File: src/rtl/block_judge_pkg.sv
// Shared types and constants for the falling-blocks collision judge.
package block_judge_pkg;

    localparam int unsigned LIVES_W        = 4;
    localparam int unsigned GRACE_W        = 8;
    // Idle LED image is the complement of this code (only bit 1 lit).
    localparam int unsigned DISP_IDLE_CODE = 2;

    typedef enum logic [1:0] {
        ST_IDLE  = 2'd0,
        ST_PLAY  = 2'd1,
        ST_GRACE = 2'd2,
        ST_OVER  = 2'd3
    } state_e;

endpackage

File: src/rtl/block_judge_grace_ctr.sv
// Post-hit immunity counter: load on hit, decrement on grace ticks,
// flags the tick that reaches zero and the parity used for aim blinking.
module block_judge_grace_ctr #(
    parameter int unsigned W        = 8,
    parameter int unsigned LOAD_VAL = 4
) (
    input  logic i_clk,
    input  logic i_rst,
    input  logic i_load,
    input  logic i_dec,
    output logic o_done_c,
    output logic o_odd_c
);

    logic [W-1:0] r_cnt;
    logic [W-1:0] w_cnt_nxt;

    always_comb begin
        w_cnt_nxt = r_cnt;
        if (i_load) begin
            w_cnt_nxt = W'(LOAD_VAL);
        end else if (i_dec && (r_cnt != '0)) begin
            w_cnt_nxt = r_cnt - W'(1);
        end
    end

    always_ff @(posedge i_clk) begin
        if (i_rst) begin
            r_cnt <= '0;
        end else begin
            r_cnt <= w_cnt_nxt;
        end
    end

    // Parity of the value the counter holds after this edge, so the blink
    // phase lines up with the registered display.
    assign o_done_c = i_dec && (r_cnt == W'(1));
    assign o_odd_c  = w_cnt_nxt[0];

endmodule

File: src/rtl/block_judge_multi.sv
// Multi-life collision judge with grace window, survival score and LED image.
// Score counter present only when BLOCK_JUDGE_SCORE_EN is defined.
module block_judge_multi
    import block_judge_pkg::*;
#(
    parameter int unsigned COLS        = 8,
    parameter int unsigned ROWS        = 8,
    parameter int unsigned LIVES       = 3,
    parameter int unsigned GRACE_TICKS = 4,
    parameter int unsigned SCORE_W     = 16
) (
    input  logic                   clk,
    input  logic                   rst,
    input  logic                   tick,
    input  logic                   start,
    input  logic [ROWS*COLS-1:0]   blocks,
    input  logic [COLS-1:0]        aim,
    output logic                   gameover,
    output logic [LIVES_W-1:0]     lives,
    output logic [SCORE_W-1:0]     score,
    output logic                   hit,
    output logic [ROWS*COLS-1:0]   Disp_num
);

    localparam int unsigned N = ROWS * COLS;
    localparam logic [N-1:0] DISP_IDLE = ~N'(DISP_IDLE_CODE);

    state_e               r_state;
    state_e               w_state_nxt;
    logic [LIVES_W-1:0]   r_lives;
    logic [LIVES_W-1:0]   w_lives_nxt;
    logic                 r_hit;
    logic                 w_hit_nxt;
    logic                 r_gameover;
    logic [N-1:0]         r_disp;
    logic [N-1:0]         w_disp_nxt;
    logic [N-1:0]         w_aim_ext;
    logic                 w_coll;
    logic                 w_load;
    logic                 w_dec;
    logic                 w_done;
    logic                 w_odd;

    assign w_coll    = |(aim & blocks[COLS-1:0]);
    assign w_aim_ext = N'(aim);
    assign w_dec     = tick && (r_state == ST_GRACE);

    block_judge_grace_ctr #(
        .W        (GRACE_W),
        .LOAD_VAL (GRACE_TICKS)
    ) u_grace (
        .i_clk    (clk),
        .i_rst    (rst),
        .i_load   (w_load),
        .i_dec    (w_dec),
        .o_done_c (w_done),
        .o_odd_c  (w_odd)
    );

    always_ff @(posedge clk) begin
        if (rst) begin
            r_state    <= ST_IDLE;
            r_lives    <= LIVES_W'(LIVES);
            r_hit      <= 1'b0;
            r_gameover <= 1'b0;
            r_disp     <= DISP_IDLE;
        end else begin
            r_state    <= w_state_nxt;
            r_lives    <= w_lives_nxt;
            r_hit      <= w_hit_nxt;
            r_gameover <= (w_state_nxt == ST_OVER);
            r_disp     <= w_disp_nxt;
        end
    end

    // Next state, lives and hit; start outranks tick in IDLE/OVER.
    always_comb begin
        w_state_nxt = r_state;
        w_lives_nxt = r_lives;
        w_hit_nxt   = 1'b0;
        w_load      = 1'b0;
        case (r_state)
            ST_IDLE, ST_OVER: begin
                if (start) begin
                    w_state_nxt = ST_PLAY;
                    w_lives_nxt = LIVES_W'(LIVES);
                end
            end
            ST_PLAY: begin
                if (tick && w_coll) begin
                    w_hit_nxt   = 1'b1;
                    w_lives_nxt = r_lives - LIVES_W'(1);
                    if (r_lives == LIVES_W'(1)) begin
                        w_state_nxt = ST_OVER;
                    end else begin
                        w_state_nxt = ST_GRACE;
                        w_load      = 1'b1;
                    end
                end
            end
            ST_GRACE: begin
                if (w_done) begin
                    w_state_nxt = ST_PLAY;
                end
            end
            default: w_state_nxt = ST_IDLE;
        endcase
    end

    // LED image reflects the state being entered; aim blinks during grace.
    always_comb begin
        w_disp_nxt = DISP_IDLE;
        case (w_state_nxt)
            ST_IDLE:  w_disp_nxt = DISP_IDLE;
            ST_PLAY:  w_disp_nxt = ~(blocks | w_aim_ext);
            ST_GRACE: w_disp_nxt = w_odd ? ~(blocks | w_aim_ext) : ~blocks;
            ST_OVER:  w_disp_nxt = '1;
            default:  w_disp_nxt = DISP_IDLE;
        endcase
    end

`ifdef BLOCK_JUDGE_SCORE_EN
    logic [SCORE_W-1:0] r_score;
    logic               w_score_clr;
    logic               w_score_inc;

    assign w_score_clr = start && ((r_state == ST_IDLE) || (r_state == ST_OVER));
    assign w_score_inc = tick && (((r_state == ST_PLAY) && !w_coll) || (r_state == ST_GRACE));

    // Survival counter, saturating at all-ones.
    always_ff @(posedge clk) begin
        if (rst) begin
            r_score <= '0;
        end else if (w_score_clr) begin
            r_score <= '0;
        end else if (w_score_inc && (r_score != '1)) begin
            r_score <= r_score + SCORE_W'(1);
        end
    end

    assign score = r_score;
`else
    assign score = '0;
`endif

    assign gameover = r_gameover;
    assign lives    = r_lives;
    assign hit      = r_hit;
    assign Disp_num = r_disp;

endmodule

File: config.mk
export PLATFORM = sky130hd
export DESIGN_NAME = block_judge_multi
export DESIGN_NICKNAME = d
export VERILOG_FILES = /design/src/rtl/block_judge_pkg.sv /design/src/rtl/block_judge_grace_ctr.sv /design/src/rtl/block_judge_multi.sv
export SDC_FILE = /design/constraint.sdc
export NUM_CORES = 1
export LEC_CHECK = 0
export CORE_ASPECT_RATIO = 1.75
export CORE_MARGIN = 8
export CORE_UTILIZATION = 41
export CTS_BUF_LIST = sky130_fd_sc_hd__clkbuf_2
export CTS_CLUSTER_DIAMETER = 150
export CTS_CLUSTER_SIZE = 25
export DETAILED_ROUTE_END_ITERATION = 16
export PLACE_DENSITY = 0.95
export SLEW_MARGIN = 30
export SYNTH_ARGS = -nofsm -noshare
export SYNTH_HDL_FRONTEND = slang
export SYNTH_SLANG_ARGS = --single-unit
export TNS_END_PERCENT = 1
File: constraint.sdc
create_clock -name clk -period 3.5 [get_ports clk]
set_clock_uncertainty 0.2 [all_clocks]
set_input_delay 0.35 -clock clk [delete_from_list [all_inputs] [get_ports clk]]
set_output_delay 0.35 -clock clk [all_outputs]
set_load 0.01 [all_outputs]
Word level (Yosys, flattened, before mapping):

Cells that the tools add are included.

* bitwise logic cells: 5
* add/sub/neg operators: 2
* reductions and logical operators: 14
* muxes and demuxes: 16
* equal/unequal tests: 10

Operators with widths (number)
* 64-bit case mux with 4 select lines: 1
* 64-bit NOT: 2
* 64-bit 2-to-1 mux: 1
* 64-bit by 8-bit OR with 64-bit output: 1
* 8-bit bitwise AND: 1
* 2-bit equality test, second input constant: 4
* 8-bit by 1-bit equality test with 1-bit output, second input constant: 1
* 4-bit 2-to-1 mux: 2
* 4-bit case mux with 2 select lines: 1
* 8-bit nonzero test: 1
* 8-bit OR reduction: 1
* 8-bit by 1-bit subtractor with 8-bit output, second input constant: 1
* 2-bit 2-to-1 mux: 3
* 3-bit 2-to-1 mux: 2
* 2-bit case mux with 3 select lines: 1
* 2-bit OR reduction: 3
* 1-bit 2-to-1 mux: 5
* 2-bit by 1-bit equality test with 1-bit output, second input constant: 2
* 4-bit by 1-bit equality test with 1-bit output, second input constant: 1
* 1-bit logical AND: 4
* 2-bit logical NOT: 2
* 2-bit inequality test, second input constant: 2
* 2-bit nonzero test: 2
* 4-bit by 1-bit subtractor with 4-bit output, second input constant: 1
* other kinds (2): 2

* logic and storage cells: 55
* input bits: 76
* flip-flop bits (word level): 80
* output and inout port bits: 86

Depth between registers and ports, before layout:

* word-level depth: 8
* mapped depth: 10
* gate-level depth less buffers: 9

Hierarchy:

Synthesis repeated with hierarchy kept, for this count alone.

* cell total of the unflattened synthesis: 305
* area total of the unflattened synthesis: 3348.2 um^2

Modules (own cells, without submodules)
* block_judge_multi: sequential area each 1441.4 um^2, instances 1, area an instance 2852.7 um^2, cells an instance 249
* block_judge_grace_ctr: sequential area each 160.2 um^2, instances 1, area an instance 495.5 um^2, cells an instance 56

Worst setup path after synthesis:

Ideal clock, no wire load.

* path kind: reg-to-reg
* start: reg r_state[0]
* end: reg r_disp[11], in the netlist Disp_num[11]
* data required time: 3.187 ns
* path slack: 1.229 ns
* arrival time: 1.959 ns
* stages on the path, launching flop included: 10
* buffers on the path: 1
* setup time: 0.113 ns
* period minus slack after synthesis: 2.271 ns
* cell sequence: dfxtp_1 -> inv_1 -> ha_1 -> nand2b_1 -> nand2_1 -> o21ai_0 -> a21o_1 -> mux2i_4 -> buf_6 -> nand2_1

* cells in the longest elaborated chain, start to end: 7
* elaborated cells between the ends (all ways): 21
* those cells by class: eq/ne: 6; mux: 9; reduce/logical: 6

Ends and longest elaborated chain
* start: declaration: RTL line block_judge_multi.sv:28 `state_e r_state;`
* start signal: assignment: RTL line block_judge_multi.sv:68 `r_state <= w_state_nxt;`
* 2-bit equality test: RTL line block_judge_multi.sv:46, block_judge_multi.sv:82
* 1-bit logical AND: RTL line block_judge_multi.sv:46 `assign w_dec = tick && (r_state == ST_GRACE);`
* 1-bit logical AND, on equally long branches: RTL line block_judge_grace_ctr.sv:37, block_judge_grace_ctr.sv:22
* 2-bit 2-to-1 mux or 3-bit 2-to-1 mux (tied branches): RTL line block_judge_multi.sv:102, block_judge_grace_ctr.sv:22
* 2-bit case mux with 3 select lines or 3-bit 2-to-1 mux (tied branches): RTL line block_judge_multi.sv:82, block_judge_grace_ctr.sv:20
* 2-bit equality test, or another cell as far along: RTL line block_judge_multi.sv:113 `case (w_state_nxt)`
* 64-bit case mux with 4 select lines (*): RTL line block_judge_multi.sv:113
* end signal: assignment: RTL line block_judge_multi.sv:72 `r_disp <= w_disp_nxt;`
* end: declaration: RTL line block_judge_multi.sv:35 `logic [N-1:0] r_disp;`

Every way passes the cells marked *; elsewhere a longest branch is shown, timed or not. The select of a mux whose other input is x is not followed.
A chain may end at the register's enable or synchronous reset.

Worst setup path in the final report:

* start: reg r_state[0]
* end: reg r_disp[21], in the netlist Disp_num[21]

Same word-level chain as after synthesis.

==> flow_summary.ini <==
[pwr]
ir_worst_vdd_v = 0.000379
power_density_mw_per_mm2 = 721
combPwrFrac_pct = 43.2
p_switching_mw = 1.05
internal_power_mw = 2.02
seq_power_share_pct = 41.5
finalPower_mw = 3.07
power.share.clock_pct = 15.3
swShare_pct = 34.3
p_leak_nw = 1.75

[final_layout]
final_util_pct = 65.7
diodes = 0
area_growth_pct = 56.4
drive_above_1_share_pct = 4.67
fillerInstances = 459
instances_no_fill = 510
seq_area_mm2 = 0.00160
multiInputGateArea_um2 = 957
fin_nets = 506

[setup_path]
reg2reg_from = r_state[0]$_SDFF_PP0_
critPathLaunchType = flop
cpPeakStageDelay_ns = 0.47
rrSetupSlack_ns = 0.80
endpoint_kind = flop
critPathSlowestCell = dfxtp_1
crit_top_cell = nand2_1
required_ns = 3.73
worst-setup-path-type = flop to flop
r2r_cells = 9
startpoint = r_state[0]$_SDFF_PP0_
arrival_ns = 2.93
r2r_end = Disp_num[21]$_SDFF_PP1_
worstPathMaxFanout = 63
critical_path.cell_chain = inv_1, ha_1, nand2b_1, nand2_1, o21ai_0, a21o_1, mux2i_4, buf_12, nand2_1

[detailed_routing]
via_per_inst = 4.84
dr.pass1.iters = 6
routed_wl_mm = 9.27
drc = 0
drtIter0Drc = 215
wl_per_cell_um = 18.2
num_vias = 2466
final_antenna_net_count = 0

[floorplanning]
die_w_um = 77.7
die_h_um = 124
pin_count = 162
start_util_pct = 42.0
core_area_mm2 = 0.00649
row_count = 39
die-area_mm2 = 0.00962

[clock_network]
clock-sinks = 80
clk_latency_ns = 0.54
post_cts_buffers = 0
ctsHoldBuffers = 0
clkTransAtPathRegs_ns = 0.22
clockBufferDepth = 2
cts_tree = done
clockRootBuffer = clkbuf_2
htreeDepth = 3
cts_buffers = 9
cts_resized = 0

[synthesis]
synth-edff-count = 0
synthTopCellsByArea = dfxtp_1 59%, nand2_1 10%, buf_4 4.4%
ys_warn_count = 0
synth_ff_type = dfxtp_1
synthCells = 275
seq_area_frac_synth_pct = 58.7
synth.avg_cell_area_um2 = 9.92
yosysTopAreaCellShare_pct = 58.7
ys_ff_latch = 80
synthArstFlopShare_pct = 0
synth.distinct_cells = 35
netlist_area_mm2 = 0.00273
yosysTopAreaCell = dfxtp_1

[global_route]
grt_overflow = 0
antenna_found_initial = 0
grt_usage_pct = 19.0
grt_pass1_wl_mm = 14.0
grt_pass1_vias = 2599
grt_max_degree = 64

[place]
post-dp-hpwl_mm = 7.18
portBuffers = 145
routabilityCongestion = 0.863
dp_cells = 494

[timing]
slew_headroom_pct = 56.7
rsz0062_at_grt = no
fin_setup_tns_ns = 0
final.min_clock_period_ns = 2.70
hold_violations = 0
fmax_mhz = 371
fin_crit_sh_pct = 77.1
final_max_slew_viol_count = 0
tightestPinTransition_ns = 0.640
setup_viol = 0

[min_path]
min_to = Disp_num[58]$_SDFF_PP1_
hold_class = input pin to flop
worstHoldStart = blocks[58]
holdPathStages = 2

[run]
drv_cap = 0

[run_status]
status = complete, no violations
Yosys cell counts, types with 2 or more instances:
master,instances
nor2_1,15
a211oi_1,3
xor2_1,4
buf_4,16
xnor2_1,3
nor3_1,2
a22oi_1,5
ha_1,7
o21ai_0,6
a21oi_1,8
a21o_1,9
buf_6,6
nand2b_1,4
dfxtp_1,80
a31oi_1,3
clkbuf_1,2
nand2_1,76
inv_1,8
or2_2,2
layout make-up:
type                            count  area share (%)
Clock buffer                       11            1.29
Sequential cell                    80            37.5
Clock inverter                      5            1.11
Inverter                            8           0.704
Multi-Input combinational cell    178            22.4
Timing Repair Buffer              146            34.5
Tap cell                           82            2.41
flip-flops by register name, indices dropped and copies added, names as in the netlist:
name,count
lives,4
r_state,2
u_grace.r_cnt,8
Disp_num,64
gameover,1
hit,1
worst max-delay path, delay by kind of cell, from the launching register on:
kind | cells | cell delay (ns)
multiplexers | 1 | 0.28
buffers and inverters | 2 | 0.38
AND/OR/NAND/NOR | 3 | 0.34
flip-flops | 1 | 0.47
adder cells (fa/ha/maj) | 1 | 0.39
AO/OA/AOI/OAI | 2 | 0.53
stage by stage:
stage	instance area [um2]	worst slack, ns	hold slack, ns
2_1_floorplan	2780	1.23	0.212
3_3_place_gp	4160	0.713	0.301
3_5_place_dp	4160	0.566	0.303
4_1_cts	4270	0.868	0.0293
5_1_grt	4270	0.613	0.0414
6_report	4270	0.803	0.0642
power groups by stage:
| stage | registers [mW] | clock network [mW] | logic (mW) |
|---|---|---|---|
| floorplan | 1.42 | 0 | 0.507 |
| global placement | 1.28 | 0 | 1.27 |
| detailed placement | 1.30 | 0 | 1.32 |
| CTS | 1.28 | 0.477 | 1.34 |
| global route | 1.29 | 0.508 | 1.43 |
| finish | 1.28 | 0.469 | 1.33 |
per-layer routing:
layer / up-vias / wire length, um / track usage, % / share of wire, %
li1: 1154 / - / - / -
met1: 1136 / 3210 / 18.6 / 35
met2: 154 / 4880 / 34.7 / 53
met3: 22 / 912 / 6.43 / 9.8
met4: 0 / 267 / 9.50 / 2.9
met5: - / 0 / 0 / 0
placed cells by master, fill, tap and decap left out, types with 2 or more instances in the layout:
| cell | synthesis | final |
|---|---|---|
| ha_1 | 7 | 7 |
| a22oi_1 | 5 | 5 |
| nand2_1 | 76 | 76 |
| conb_1 | 1 | 16 |
| o21ai_0 | 6 | 6 |
| clkinv_2 | 0 | 2 |
| xor2_1 | 4 | 4 |
| inv_1 | 8 | 8 |
| a211oi_1 | 3 | 3 |
| nand2b_1 | 4 | 4 |
| or2_2 | 2 | 2 |
| a21o_1 | 9 | 9 |
| a31oi_1 | 3 | 3 |
| xnor2_1 | 3 | 3 |
| nor2_1 | 15 | 15 |
| nor3_1 | 2 | 2 |
| dfxtp_1 | 80 | 80 |
| clkbuf_2 | 0 | 11 |
| clkinv_1 | 0 | 2 |
| clkdlybuf4s50_1 | 0 | 145 |
| a21oi_1 | 8 | 8 |
how the worst max path moves through the flow:
stage                                         end  slack [ns]  depth (start not counted)
after floorplan           Disp_num[11]$_SDFF_PP1_        1.23                          9
after global placement    Disp_num[13]$_SDFF_PP1_        0.71                          9
after detailed placement  Disp_num[10]$_SDFF_PP1_        0.57                          9
after CTS                 Disp_num[27]$_SDFF_PP1_        0.87                          9
after global routing      Disp_num[27]$_SDFF_PP1_        0.61                          9
final                     Disp_num[21]$_SDFF_PP1_        0.80                          9
cells by family (layout without fill, tap and decap cells):
group           count (synthesis)  after routing  share of synthesized area (%)
xor+xnor                        7              7                           2.25
other cells                     1             16                          0.137
fa+ha+maj                       7              7                           3.21
buf+inv                        32            170                           8.26
flops                          80             80                           58.7
simple gates                  106            106                           16.6
compound gates                 41             41                           10.0
mux                             1              1                          0.826
No activity file was read; power rests on OpenSTA's default activity.
